===== config.mk =====
export PLATFORM = sky130hd
export DESIGN_NAME = sync_fifo_flex
export DESIGN_NICKNAME = d
export VERILOG_FILES = /design/src/rtl/sync_fifo_flex.sv
export SDC_FILE = /design/constraint.sdc
export NUM_CORES = 1
export LEC_CHECK = 0
export BUFFER_PORTS_ARGS = -buffer_cell sky130_fd_sc_hd__buf_2
export CAP_MARGIN = 20
export CORE_ASPECT_RATIO = 0.6
export CORE_UTILIZATION = 42
export CTS_CLUSTER_SIZE = 16
export DETAILED_ROUTE_END_ITERATION = 6
export PLACE_DENSITY = 0.62
export SLEW_MARGIN = 20
export SYNTH_ARGS = -nofsm -noshare
export SYNTH_HDL_FRONTEND = slang
export SYNTH_SLANG_ARGS = --single-unit

===== constraint.sdc =====
create_clock -name clk -period 3.6 [get_ports clk]
set_input_delay 0 -clock clk [delete_from_list [all_inputs] [get_ports clk]]
set_output_delay 0 -clock clk [all_outputs]
set_load 0.005 [all_outputs]

===== src/rtl/sync_fifo_flex.sv =====
// Single-clock FIFO with programmable almost-full/almost-empty thresholds, live count,
// sticky overflow/underflow flags and a build-time registered-read or FWFT output.
module sync_fifo_flex #(
  parameter int DSIZE     = 8,
  parameter int ASIZE     = 16,
  parameter int ABITS     = $clog2(ASIZE),
  parameter int AF_THRESH = ASIZE - 2,
  parameter int AE_THRESH = 2,
  parameter int FWFT      = 0
) (
  input  logic             clk,
  input  logic             rstn,
  input  logic             wr_en,
  input  logic [DSIZE-1:0] din,
  input  logic             rd_en,
  output logic [DSIZE-1:0] dout,
  input  logic             clr_err,
  output logic             full,
  output logic             empty,
  output logic             almost_full,
  output logic             almost_empty,
  output logic [ABITS:0]   count,
  output logic             overflow,
  output logic             underflow
);

  localparam int unsigned PW = ABITS + 1;
  localparam logic [ABITS:0] AF_T = PW'(AF_THRESH);
  localparam logic [ABITS:0] AE_T = PW'(AE_THRESH);

  logic [DSIZE-1:0] mem [ASIZE];
  logic [ABITS:0]   wr_ptr;
  logic [ABITS:0]   rd_ptr;
  logic [ABITS:0]   cnt;
  logic             rd_acc;
  logic             wr_acc;
  logic [ABITS-1:0] wr_idx;
  logic [ABITS-1:0] rd_idx;

  assign wr_idx = wr_ptr[ABITS-1:0];
  assign rd_idx = rd_ptr[ABITS-1:0];

  // Flags straight from the registered pointers and count
  assign empty        = (wr_ptr == rd_ptr);
  assign full         = (wr_idx == rd_idx) && (wr_ptr[ABITS] != rd_ptr[ABITS]);
  assign almost_full  = (cnt >= AF_T);
  assign almost_empty = (cnt <= AE_T);
  assign count        = cnt;

  // A pop frees the shared slot, so a write into a full FIFO is legal alongside a read
  assign rd_acc = rd_en && !empty;
  assign wr_acc = wr_en && (!full || rd_acc);

  always_ff @(posedge clk) begin
    if (wr_acc) mem[wr_idx] <= din;
  end

  always_ff @(posedge clk or negedge rstn) begin
    if (!rstn) begin
      wr_ptr <= '0;
      rd_ptr <= '0;
    end else begin
      if (wr_acc) wr_ptr <= wr_ptr + PW'(1);
      if (rd_acc) rd_ptr <= rd_ptr + PW'(1);
    end
  end

  always_ff @(posedge clk or negedge rstn) begin
    if (!rstn) begin
      cnt <= '0;
    end else begin
      case ({wr_acc, rd_acc})
        2'b10:   cnt <= cnt + PW'(1);
        2'b01:   cnt <= cnt - PW'(1);
        default: cnt <= cnt;
      endcase
    end
  end

  // Sticky errors; a new event in the clearing cycle keeps the flag set
  always_ff @(posedge clk or negedge rstn) begin
    if (!rstn) begin
      overflow  <= 1'b0;
      underflow <= 1'b0;
    end else begin
      if (wr_en && !wr_acc) overflow <= 1'b1;
      else if (clr_err)     overflow <= 1'b0;
      if (rd_en && empty)   underflow <= 1'b1;
      else if (clr_err)     underflow <= 1'b0;
    end
  end

  generate
    if (FWFT != 0) begin : g_fwft
      assign dout = mem[rd_idx];
    end else begin : g_reg
      logic [DSIZE-1:0] dout_q;
      always_ff @(posedge clk or negedge rstn) begin
        if (!rstn)       dout_q <= '0;
        else if (rd_acc) dout_q <= mem[rd_idx];
      end
      assign dout = dout_q;
    end
  endgenerate

endmodule


==> results of run 1 <==
worst paths after layout:
path                              to  slack (ns)      start  cells past startpoint
max                         count[4]        0.96  wr_ptr[3]                      8
min                        mem[9][5]        0.02     din[5]                      1
max reg2reg                 count[4]        0.96  wr_ptr[3]                      8
min reg2reg                rd_ptr[4]        0.50  rd_ptr[4]                      1
max in group asynchronous  rd_ptr[2]        3.04       rstn                      2
min in group asynchronous    dout[1]        0.12       rstn                      2
synth_stat cells, drive strengths merged:
cell	count	area, um^2
a2111oi	9	78.8
a211oi	8	60.1
a21boi	2	18.8
a21o	2	15.0
a21oi	19	95.1
a31o	1	8.76
and2	1	6.26
buf	13	104
clkbuf	5	18.8
dfrtp	25	626
edfxtp	128	3840
fa	1	20.0
ha	8	100
inv	6	22.5
mux2	12	135
mux2i	10	100
mux4	24	601
nand2	9	33.8
nand2b	5	31.3
nand4	4	25.0
nor2	22	85.1
nor2b	16	100
nor3	4	20.0
nor4	1	21.3
o21ai	2	10.0
o22ai	1	6.26
or2b	1	7.51
xnor2	11	96.3
xor2	6	52.6
cell type report:
class                           count  area [um^2]  area share
Inverter                            6         22.5     0.00304
Tap cell                          198          248      0.0334
Sequential cell                   153         4470       0.603
Clock buffer                       18          429      0.0579
Timing Repair Buffer               51          323      0.0435
Clock inverter                     14          195      0.0263
Multi-Input combinational cell    179         1730       0.233
kinds of logic after synthesis:
kind of cell	Yosys count	share of synthesized area
muxes	46	0.132
and+or+nand+nor	63	0.0521
adders and majority gates	9	0.0189
AOI/OAI and AO/OA	44	0.0462
DFF	153	0.705
buffers and inverters	24	0.0229
xor gates and xnor gates	17	0.0235
worst register-to-register path, delay by kind of cell (launching register included):
kind / cells / cell delay (ns)
XOR/XNOR: 2 / 0.35
AND/OR/NAND/NOR: 1 / 0.41
AO/OA/AOI/OAI: 3 / 0.63
adder cells (fa/ha/maj): 1 / 0.46
multiplexers: 1 / 0.24
flip-flops: 1 / 0.49
state kept, by name, summed over array words and instances (netlist names):
name / count
count: 5
dout: 8
mem: 128
overflow: 1
rd_ptr: 5
underflow: 1
wr_ptr: 5
what timing repair did:
| item | CTS | global route |
|---|---|---|
| resized for setup | 0 | 0 |
| hold buffers | 6 | 1 |
| hold endpoints to repair | 59 | 8 |
report_power, final:
part / internal [mW] / total [mW] / switching, mW
sequential: 2.21 / 2.39 / 0.177
combinational: 0.809 / 1.85 / 1.04
clock: 1.17 / 1.88 / 0.713
total: 4.19 / 6.12 / 1.93
routing by layer:
layer | up-vias | share of wire | track usage
li1 | 1503 | - | -
met1 | 1677 | 0.52 | 0.294
met2 | 88 | 0.41 | 0.239
met3 | 10 | 0.060 | 0.0478
met4 | 0 | 0.0064 | 0.0476
met5 | - | 0 | 0
metrics by stage:
| step | util | cells | hold slack, ns | worst slack, ns | total power [mW] |
|---|---|---|---|---|---|
| after floorplan | - | 356 | -0.296 | 1.19 | 3.72 |
| after global placement | 0.459 | 580 | 0.0409 | 1.05 | 4.23 |
| after detailed placement | 0.459 | 580 | 0.0473 | 0.970 | 4.27 |
| after CTS | 0.506 | 618 | 0.00238 | 0.948 | 6.16 |
| after global routing | 0.507 | 619 | 0.00401 | 0.674 | 6.42 |
| final | 0.507 | 619 | 0.0179 | 0.955 | 6.12 |
==> tab_implementation.tex, run 1 <==
\begin{tabular}{lr}
\hline
Metric & Value \\
\hline
\multicolumn{2}{l}{\textbf{Status}} \\
\quad Status & finished, final reports clean \\
\multicolumn{2}{l}{\textbf{Critical path}} \\
\quad Slowest cell delay on critical path & 0.49 ns \\
\quad Worst path bufs/invs & 0 \\
\quad List of cells traversed by the critical path & xor2\_1 -> nor4\_4 -> a21oi\_1 -> fa\_1 -> a21o\_1 -> a21oi\_1 -> mux2i\_1 -> xnor2\_1 \\
\quad Crit path capture type & flip-flop \\
\quad Crit-path slowest cell & dfrtp\_1 \\
\quad Most frequent CP cell & a21oi\_1 \\
\quad Critical Setup Path Class & flip-flop to flip-flop \\
\quad Crit path DAT & 2.98 ns \\
\quad Worst EP required & 3.94 ns \\
\quad CP max FO & 10 \\
\quad Top cell family by delay on the critical path & compound AO/OA/AOI/OAI gates \\
\quad CP startpoint kind & flip-flop \\
\multicolumn{2}{l}{\textbf{Synth}} \\
\quad Synth Register Bits & 153 \\
\quad Average footprint of a synthesized cell & 17.8 um\^{}2 \\
\quad Yosys warns & 0 \\
\quad Number of library cell types mapped by synthesis & 35 \\
\quad Post-Synthesis Cell Area & 6340 um\^{}2 \\
\quad Syn nets & 378 \\
\quad Cells after Synth & 356 \\
\quad Share of the yosys chip area belonging to registers & 0.705 \\
\multicolumn{2}{l}{\textbf{Floorplanning}} \\
\quad Row count & 34 \\
\quad Width of the die & 161 um \\
\quad Area of the die & 15,600 um\^{}2 \\
\quad Die Y & 97.2 um \\
\quad Top-level port count & 32 \\
\quad Core area & 14,600 um\^{}2 \\
\quad Effective utilization at floorplan & 0.433 \\
\multicolumn{2}{l}{\textbf{STA}} \\
\quad RSZ-0062 raised after global routing & false \\
\quad Worst slew pin tran & 0.865 ns \\
\quad Final hold viol count & 0 \\
\quad Max-Slew Margin vs Limit & 0.421 \\
\quad Worst clock skew & 0.00691 ns \\
\quad Sum of negative setup slack & 0 ns \\
\quad Minimum clock period & 2.64 ns \\
\quad Final setup fails & 0 \\
\quad Final worst-path cycle share & 0.735 \\
\quad F\_max & 378 MHz \\
\quad Number of max-slew violations in the final report & 0 \\
\multicolumn{2}{l}{\textbf{GRT}} \\
\quad Pin count of the biggest net entering global routing & 52 \\
\quad Combined global-route utilization of all metal layers & 0.182 \\
\quad GR Overflow Total & 0 \\
\quad Initial antenna violation count & 0 \\
\quad Vias in the first global route & 3,240 \\
\quad Global-route wire length before repair & 20,300 um \\
\multicolumn{2}{l}{\textbf{Layout}} \\
\quad Net count of the finished layout & 430 \\
\quad Ratio of cells with drive above 1 in the final layout & 0.238 \\
\quad Most common library cell in the layout ignoring fill and taps & edfxtp\_1 \\
\quad Layout Area Growth over Synthesis & 16.9\% \\
\quad Filler cell count & 1,190 \\
\quad Final cell area excluding filler cells & 7420 um\^{}2 \\
\quad Highest-count cells in the layout ignoring fill and taps & 128 x edfxtp\_1, 31 x buf\_2, 24 x dfrtp\_1 \\
\quad Antenna cell count & 0 \\
\multicolumn{2}{l}{\textbf{Detailed routing}} \\
\quad Average wire per cell in the routed design & 21.6 um \\
\quad DR DRC count & 0 \\
\quad ANT nets after route & 0 \\
\quad DR vias/cell & 5.30 \\
\quad Number of iterations in the first detailed-routing pass & 4 \\
\quad Overall routed net length & 13,400 um \\
\quad Vias post-DR & 3,278 \\
\quad Initial drt markers & 354 \\
\multicolumn{2}{l}{\textbf{Clocking}} \\
\quad Clock latency reported for the late side of the worst-skew pair & 0.41 ns \\
\quad Clock Tree Root & clkbuf\_16 \\
\quad Clock transition at path regs & 0.06 ns \\
\quad \# Post-CTS Setup Buffers & 0 \\
\quad Count of clock tree sinks & 153 \\
\quad Number of buffers created by CTS & 17 \\
\quad Clock Tree Buf Depth & 2 \\
\quad Deepest level of the CTS H-tree & 4 \\
\quad CTS tree & done \\
\multicolumn{2}{l}{\textbf{Place}} \\
\quad Count of buffers from port buffering & 31 \\
\quad Final weighted congestion in routability-driven placement & 0.756 \\
\quad HPWL after DPL & 8370 um \\
\quad Post-Place Cell Area & 6720 um\^{}2 \\
\multicolumn{2}{l}{\textbf{Power}} \\
\quad Peak supply drop & 0.406 mV \\
\quad Cell area power density & 825 nW/um\^{}2 \\
\quad Cell leakage power & 2.63 nW \\
\multicolumn{2}{l}{\textbf{Flow run}} \\
\quad Number of max-capacitance violations reported & 0 \\
\multicolumn{2}{l}{\textbf{Hold path}} \\
\quad Path category of the worst min-delay check & input port to flip-flop \\
\hline
\end{tabular}
Note: power is estimated with default switching activity, not from simulation.
==> run 2: changes to the inputs <==
Settings changed: PLACE_DENSITY 0.62 to 0.64.
Clock period 3.6 ns to 2.4 ns, I/O delays scaled along.
==> run 2 against run 1 <==
Via count grew 2.2%. Register-to-register slack lost 0.80 ns. First-iteration DRC count shrank 12%. Global-route usage is essentially flat. Critical path depth is the same. Clock power grew 34%. Largest power group unchanged.
==> tab_implementation.tex, run 2 (synthesis results as in run 1) <==
\begin{tabular}{lr}
\hline
Metric & Value \\
\hline
\multicolumn{2}{l}{\textbf{Detailed routing}} \\
\quad ANT nets after route & 0 \\
\quad Vias post-DR & 3,351 \\
\quad Average wire per cell in the routed design & 20.4 um \\
\quad DR DRC count & 0 \\
\quad Initial drt markers & 310 \\
\quad Number of iterations in the first detailed-routing pass & 5 \\
\quad DR vias/cell & 5.25 \\
\quad Overall routed net length & 13,000 um \\
\multicolumn{2}{l}{\textbf{Layout}} \\
\quad Net count of the finished layout & 449 \\
\quad Most flops, register & mem \\
\quad Max reg flops & 128 \\
\quad Layout Area Growth over Synthesis & 19.4\% \\
\quad Final cell area excluding filler cells & 7570 um\^{}2 \\
\quad Highest-count cells in the layout ignoring fill and taps & 128 x edfxtp\_1, 31 x buf\_2, 27 x buf\_4 \\
\quad Antenna cell count & 0 \\
\quad Filler cell count & 1,192 \\
\quad Most common library cell in the layout ignoring fill and taps & edfxtp\_1 \\
\quad Ratio of cells with drive above 1 in the final layout & 0.277 \\
\multicolumn{2}{l}{\textbf{Clocking}} \\
\quad Count of clock tree sinks & 153 \\
\quad Clock Tree Root & clkbuf\_16 \\
\quad Clock Tree Buf Depth & 2 \\
\quad Deepest level of the CTS H-tree & 4 \\
\quad Clock transition at path regs & 0.07 ns \\
\quad Number of buffers created by CTS & 17 \\
\quad CTS tree & done \\
\quad Clock latency reported for the late side of the worst-skew pair & 0.42 ns \\
\multicolumn{2}{l}{\textbf{GRT}} \\
\quad Combined global-route utilization of all metal layers & 0.183 \\
\quad Initial antenna violation count & 0 \\
\quad Global-route wire length before repair & 20,200 um \\
\quad Pin count of the biggest net entering global routing & 52 \\
\quad Vias in the first global route & 3,403 \\
\quad GR Overflow Total & 0 \\
\multicolumn{2}{l}{\textbf{STA}} \\
\quad Final setup fails & 0 \\
\quad Final Hold Slack & 0.00797 ns \\
\quad F\_max & 445 MHz \\
\quad Number of max-slew violations in the final report & 0 \\
\quad Sum of negative setup slack & 0 ns \\
\quad Final worst-path cycle share & 0.936 \\
\quad Worst slew pin tran & 0.614 ns \\
\quad Worst clock skew & 0.0111 ns \\
\quad RSZ-0062 raised after global routing & false \\
\quad Final hold viol count & 0 \\
\quad Minimum clock period & 2.25 ns \\
\quad Max-Slew Margin vs Limit & 0.589 \\
\multicolumn{2}{l}{\textbf{Floorplanning}} \\
\quad Width of the die & 161 um \\
\quad Area of the die & 15,600 um\^{}2 \\
\quad Effective utilization at floorplan & 0.433 \\
\quad Row count & 34 \\
\quad Top-level port count & 32 \\
\quad Die Y & 97.2 um \\
\quad Core area & 14,600 um\^{}2 \\
\multicolumn{2}{l}{\textbf{Place}} \\
\quad HPWL after DPL & 8590 um \\
\quad Post-Place Cell Area & 6850 um\^{}2 \\
\quad Final weighted congestion in routability-driven placement & 0.783 \\
\quad Count of buffers from port buffering & 31 \\
\multicolumn{2}{l}{\textbf{Hold path}} \\
\quad Path category of the worst min-delay check & input port to flip-flop \\
\multicolumn{2}{l}{\textbf{Critical path}} \\
\quad CP max FO & 5 \\
\quad Crit path DAT & 2.59 ns \\
\quad CP startpoint kind & flip-flop \\
\quad Worst EP required & 2.75 ns \\
\quad Crit path capture type & flip-flop \\
\quad Critical Setup Path Class & flip-flop to flip-flop \\
\multicolumn{2}{l}{\textbf{Power}} \\
\quad Peak supply drop & 0.553 mV \\
\quad Cell area power density & 1200 nW/um\^{}2 \\
\quad Cell leakage power & 2.72 nW \\
\multicolumn{2}{l}{\textbf{Status}} \\
\quad Status & finished, final reports clean \\
\multicolumn{2}{l}{\textbf{Flow run}} \\
\quad Number of max-capacitance violations reported & 0 \\
\hline
\end{tabular}
==> run 2: metal layers <==
| metal | routed length [um] | up-vias | global-route usage | part of all wire |
|---|---|---|---|---|
| met5 | 0 | - | 0 | 0 |
| met4 | 112 | 0 | 0.0462 | 0.0086 |
| met3 | 1200 | 13 | 0.0602 | 0.092 |
| met2 | 5330 | 88 | 0.240 | 0.41 |
| met1 | 6380 | 1702 | 0.287 | 0.49 |
| li1 | - | 1548 | - | - |
==> run 2: final timing paths <==
check,slack [ns],cells after the start,startpoint,end
worst max-delay path,0.15,8,rd_ptr[2],count[4]
worst min-delay path,0.008,1,din[5],mem[6][5]
worst max register to register,0.15,8,rd_ptr[2],count[4]
worst min register to register,0.53,2,dout[5],dout[5]
max in group asynchronous,1.88,2,rstn,rd_ptr[2]
min in group asynchronous,0.10,2,rstn,count[1]
==> run 2: metrics by stage <==
step | worst slack [ns] | total power, mW | utilization | instances
2_1_floorplan | 0.0476 | 5.58 | - | 356
3_3_place_gp | 0.117 | 6.51 | 0.468 | 593
3_5_place_dp | 0.108 | 6.56 | 0.468 | 593
4_1_cts | 0.0842 | 9.09 | 0.513 | 635
5_1_grt | 0.0260 | 9.56 | 0.518 | 638
6_report | 0.154 | 9.11 | 0.518 | 638
==> run 2: power breakdown <==
| group | switching, mW | leakage [nW] | internal, mW | total, mW |
|---|---|---|---|---|
| Combinational | 1.66 | 0.999 | 1.39 | 3.05 |
| Clock | 1.15 | 0.270 | 1.37 | 2.51 |
| Sequential | 0.229 | 1.45 | 3.32 | 3.55 |
| Total | 3.04 | 2.72 | 6.07 | 9.11 |
==> run 2: final cells by class <==
| cell class | count | area (um^2) | share of cell area |
|---|---|---|---|
| inverters | 6 | 22.5 | 0.00297 |
| repair buffers | 70 | 498 | 0.0658 |
| clock buffers | 17 | 425 | 0.0562 |
| multi-input cells | 179 | 1770 | 0.234 |
| clock inverters | 15 | 136 | 0.0180 |
| flip-flops and latches | 153 | 4470 | 0.590 |
| well taps | 198 | 248 | 0.0327 |
==> run 2: repair_timing <==
action | in CTS | in global routing
setup endpoints to repair | 0 | 9
gates resized for setup | 0 | 6
buffers inserted | 0 | 3
hold buffers | 10 | 0
hold endpoints to repair | 117 | 0
==> run 2: worst max-delay path, stage by stage, from the launching register on <==
cell and delay, ns:
dfrtp_2 0.43, xor2_1 0.20, nor4_4 0.36, a21oi_4 0.15, fa_2 0.37, a21o_1 0.17
a21oi_2 0.14, mux2i_1 0.23, xnor2_1 0.13
==> run 3: changes to the inputs <==
Settings changed: PLACE_DENSITY 0.64 to 0.68, RECOVER_POWER set to 25.
==> run 3 against run 2 <==
Die area is the same. Sequential power about the same. Combinational power decreased by 4%. Hold slack improved by 0.030 ns. Power up 0.62%. Core utilization rose by 0.060 points. Design area up 0.12%.
==> tab_implementation.tex, run 3 (synthesis results as in run 1) <==
\begin{tabular}{lr}
\hline
Metric & Value \\
\hline
\multicolumn{2}{l}{\textbf{Flow run}} \\
\quad Number of max-capacitance violations reported & 0 \\
\multicolumn{2}{l}{\textbf{Layout}} \\
\quad Final cell area excluding filler cells & 7580 um\^{}2 \\
\quad Layout Area Growth over Synthesis & 19.6\% \\
\quad Max reg flops & 128 \\
\quad Most flops, register & mem \\
\quad Post-route non-filler standard cell count & 639 \\
\quad Multi-input logic area & 1750 um\^{}2 \\
\quad Sequential cell area & 4470 um\^{}2 \\
\quad Antenna cell count & 0 \\
\quad Net count of the finished layout & 450 \\
\quad Filler cell count & 1,196 \\
\quad Most common library cell in the layout ignoring fill and taps & edfxtp\_1 \\
\quad Highest-count cells in the layout ignoring fill and taps & 128 x edfxtp\_1, 28 x buf\_4, 24 x dfrtp\_1, 24 x buf\_2, 21 x nor2\_1 \\
\quad Ratio of cells with drive above 1 in the final layout & 0.252 \\
\multicolumn{2}{l}{\textbf{Power}} \\
\quad Peak supply drop & 0.740 mV \\
\quad Cell area power density & 1210 nW/um\^{}2 \\
\quad Cell leakage power & 2.72 nW \\
\multicolumn{2}{l}{\textbf{GRT}} \\
\quad Pin count of the biggest net entering global routing & 52 \\
\quad Combined global-route utilization of all metal layers & 0.180 \\
\quad Initial antenna violation count & 0 \\
\quad Vias in the first global route & 3,404 \\
\quad Global-route wire length before repair & 20,000 um \\
\quad GR Overflow Total & 0 \\
\multicolumn{2}{l}{\textbf{Place}} \\
\quad Post-Place Cell Area & 6850 um\^{}2 \\
\quad HPWL after DPL & 8690 um \\
\quad Count of buffers from port buffering & 31 \\
\quad Placed insts & 595 \\
\quad Final weighted congestion in routability-driven placement & 0.792 \\
\multicolumn{2}{l}{\textbf{Critical path}} \\
\quad Crit-path slowest cell & dfrtp\_2 \\
\quad Top cell family by delay on the critical path & compound AO/OA/AOI/OAI gates \\
\quad Worst EP required & 2.75 ns \\
\quad Worst path bufs/invs & 0 \\
\quad CP max FO & 4 \\
\quad CP startpoint kind & flip-flop \\
\quad Slowest cell delay on critical path & 0.41 ns \\
\quad List of cells traversed by the critical path & xor2\_1 -> nor4\_4 -> a21oi\_4 -> ha\_1 -> a21o\_1 -> a21oi\_1 -> mux2i\_1 -> xnor2\_1 \\
\quad Crit path DAT & 2.58 ns \\
\quad Critical Setup Path Class & flip-flop to flip-flop \\
\quad Crit path capture type & flip-flop \\
\multicolumn{2}{l}{\textbf{Detailed routing}} \\
\quad ANT nets after route & 0 \\
\quad Overall routed net length & 12,900 um \\
\quad Initial drt markers & 223 \\
\quad Average wire per cell in the routed design & 20.2 um \\
\quad Vias post-DR & 3,351 \\
\quad DR vias/cell & 5.24 \\
\quad Number of iterations in the first detailed-routing pass & 4 \\
\quad DR DRC count & 0 \\
\multicolumn{2}{l}{\textbf{STA}} \\
\quad Sum of negative setup slack & 0 ns \\
\quad Worst slew pin tran & 1.42 ns \\
\quad Minimum clock period & 2.23 ns \\
\quad RSZ-0062 raised after global routing & false \\
\quad Final worst-path cycle share & 0.929 \\
\quad Worst clock skew & 0.0163 ns \\
\quad Number of max-slew violations in the final report & 0 \\
\quad F\_max & 449 MHz \\
\quad Final hold viol count & 0 \\
\quad Max-Slew Margin vs Limit & 0.0519 \\
\quad Final setup fails & 0 \\
\multicolumn{2}{l}{\textbf{Hold path}} \\
\quad Path category of the worst min-delay check & input port to flip-flop \\
\multicolumn{2}{l}{\textbf{Clocking}} \\
\quad Deepest level of the CTS H-tree & 4 \\
\quad Clock Tree Buf Depth & 2 \\
\quad Number of buffers created by CTS & 17 \\
\quad Clock Tree Root & clkbuf\_16 \\
\quad Count of clock tree sinks & 153 \\
\quad CTS tree & done \\
\quad Clock transition at path regs & 0.06 ns \\
\quad Clock latency reported for the late side of the worst-skew pair & 0.43 ns \\
\multicolumn{2}{l}{\textbf{Floorplanning}} \\
\quad Core area & 14,600 um\^{}2 \\
\quad Width of the die & 161 um \\
\quad Row count & 34 \\
\quad Top-level port count & 32 \\
\quad Effective utilization at floorplan & 0.433 \\
\quad Area of the die & 15,600 um\^{}2 \\
\quad Die Y & 97.2 um \\
\multicolumn{2}{l}{\textbf{Status}} \\
\quad Status & finished, final reports clean \\
\hline
\end{tabular}
run 3: cell types whose count changed in the layout (fill, tap and decap cells not counted), sizes merged:
cell	before	now
bufinv	0	2
clkbuf	17	27
buf	60	53
clkinv	5	4
clkinvlp	3	1
inv	13	11
dlygate4sd3	10	11
run 3: area by class of cell:
cell class,count,share of cell area
repair buffers,71,0.0642
well taps,198,0.0327
inverters,6,0.00297
multi-input cells,179,0.231
clock inverters,12,0.0182
flip-flops and latches,153,0.590
clock buffers,20,0.0617
run 3: tightest hold or removal path, delay by kind of cell:
family | cells | cell delay [ns]
buffers and inverters | 1 | 0.12
xor gates and xnor gates | 1 | 0.13
AOI/OAI and AO/OA | 1 | 0.17
run 3: metal layers:
| layer | global-route usage | routed length, um | share of wire |
|---|---|---|---|
| met1 | 0.270 | 6060 | 0.47 |
| met2 | 0.250 | 5570 | 0.43 |
| met3 | 0.0572 | 1220 | 0.094 |
| met4 | 0.0498 | 80 | 0.0062 |
| met5 | 0 | 0 | 0 |
run 3: worst paths after layout:
| kind | from | end | slack, ns | depth (start not counted) |
|---|---|---|---|---|
| setup / recovery | rd_ptr[2] | count[4] | 0.17 | 8 |
| hold / removal | wr_en | wr_ptr[0] | 0.04 | 3 |
| setup reg to reg | rd_ptr[2] | count[4] | 0.17 | 8 |
| hold reg to reg | wr_ptr[4] | wr_ptr[4] | 0.49 | 1 |
| max in group asynchronous | rstn | rd_ptr[2] | 1.02 | 2 |
| min in group asynchronous | rstn | dout[0] | 0.43 | 2 |
run 3: per-stage QoR:
step	util	setup slack, ns	hold WS (ns)	total power [mW]
finish	0.518	0.171	0.0377	9.17
global route	0.518	0.0126	0.0595	9.64
CTS	0.517	0.0816	0.00998	9.21
detailed placement	0.468	0.0935	0.0382	6.51
global placement	0.468	0.114	0.0344	6.41
floorplan	-	0.0476	-0.296	5.58
run 3: power breakdown:
part           total, mW  switching (mW)  internal (mW)
clock               2.68            1.05           1.63
combinational       2.93            1.60           1.33
sequential          3.55           0.230           3.32
run 3: repair_timing:
item                                    4_1_cts  5_1_grt
endpoints found under the setup margin        0        8
buffers inserted                              0        1
resized for setup                             0        3
hold buffers                                 11        0
endpoints found under the hold margin       126        0
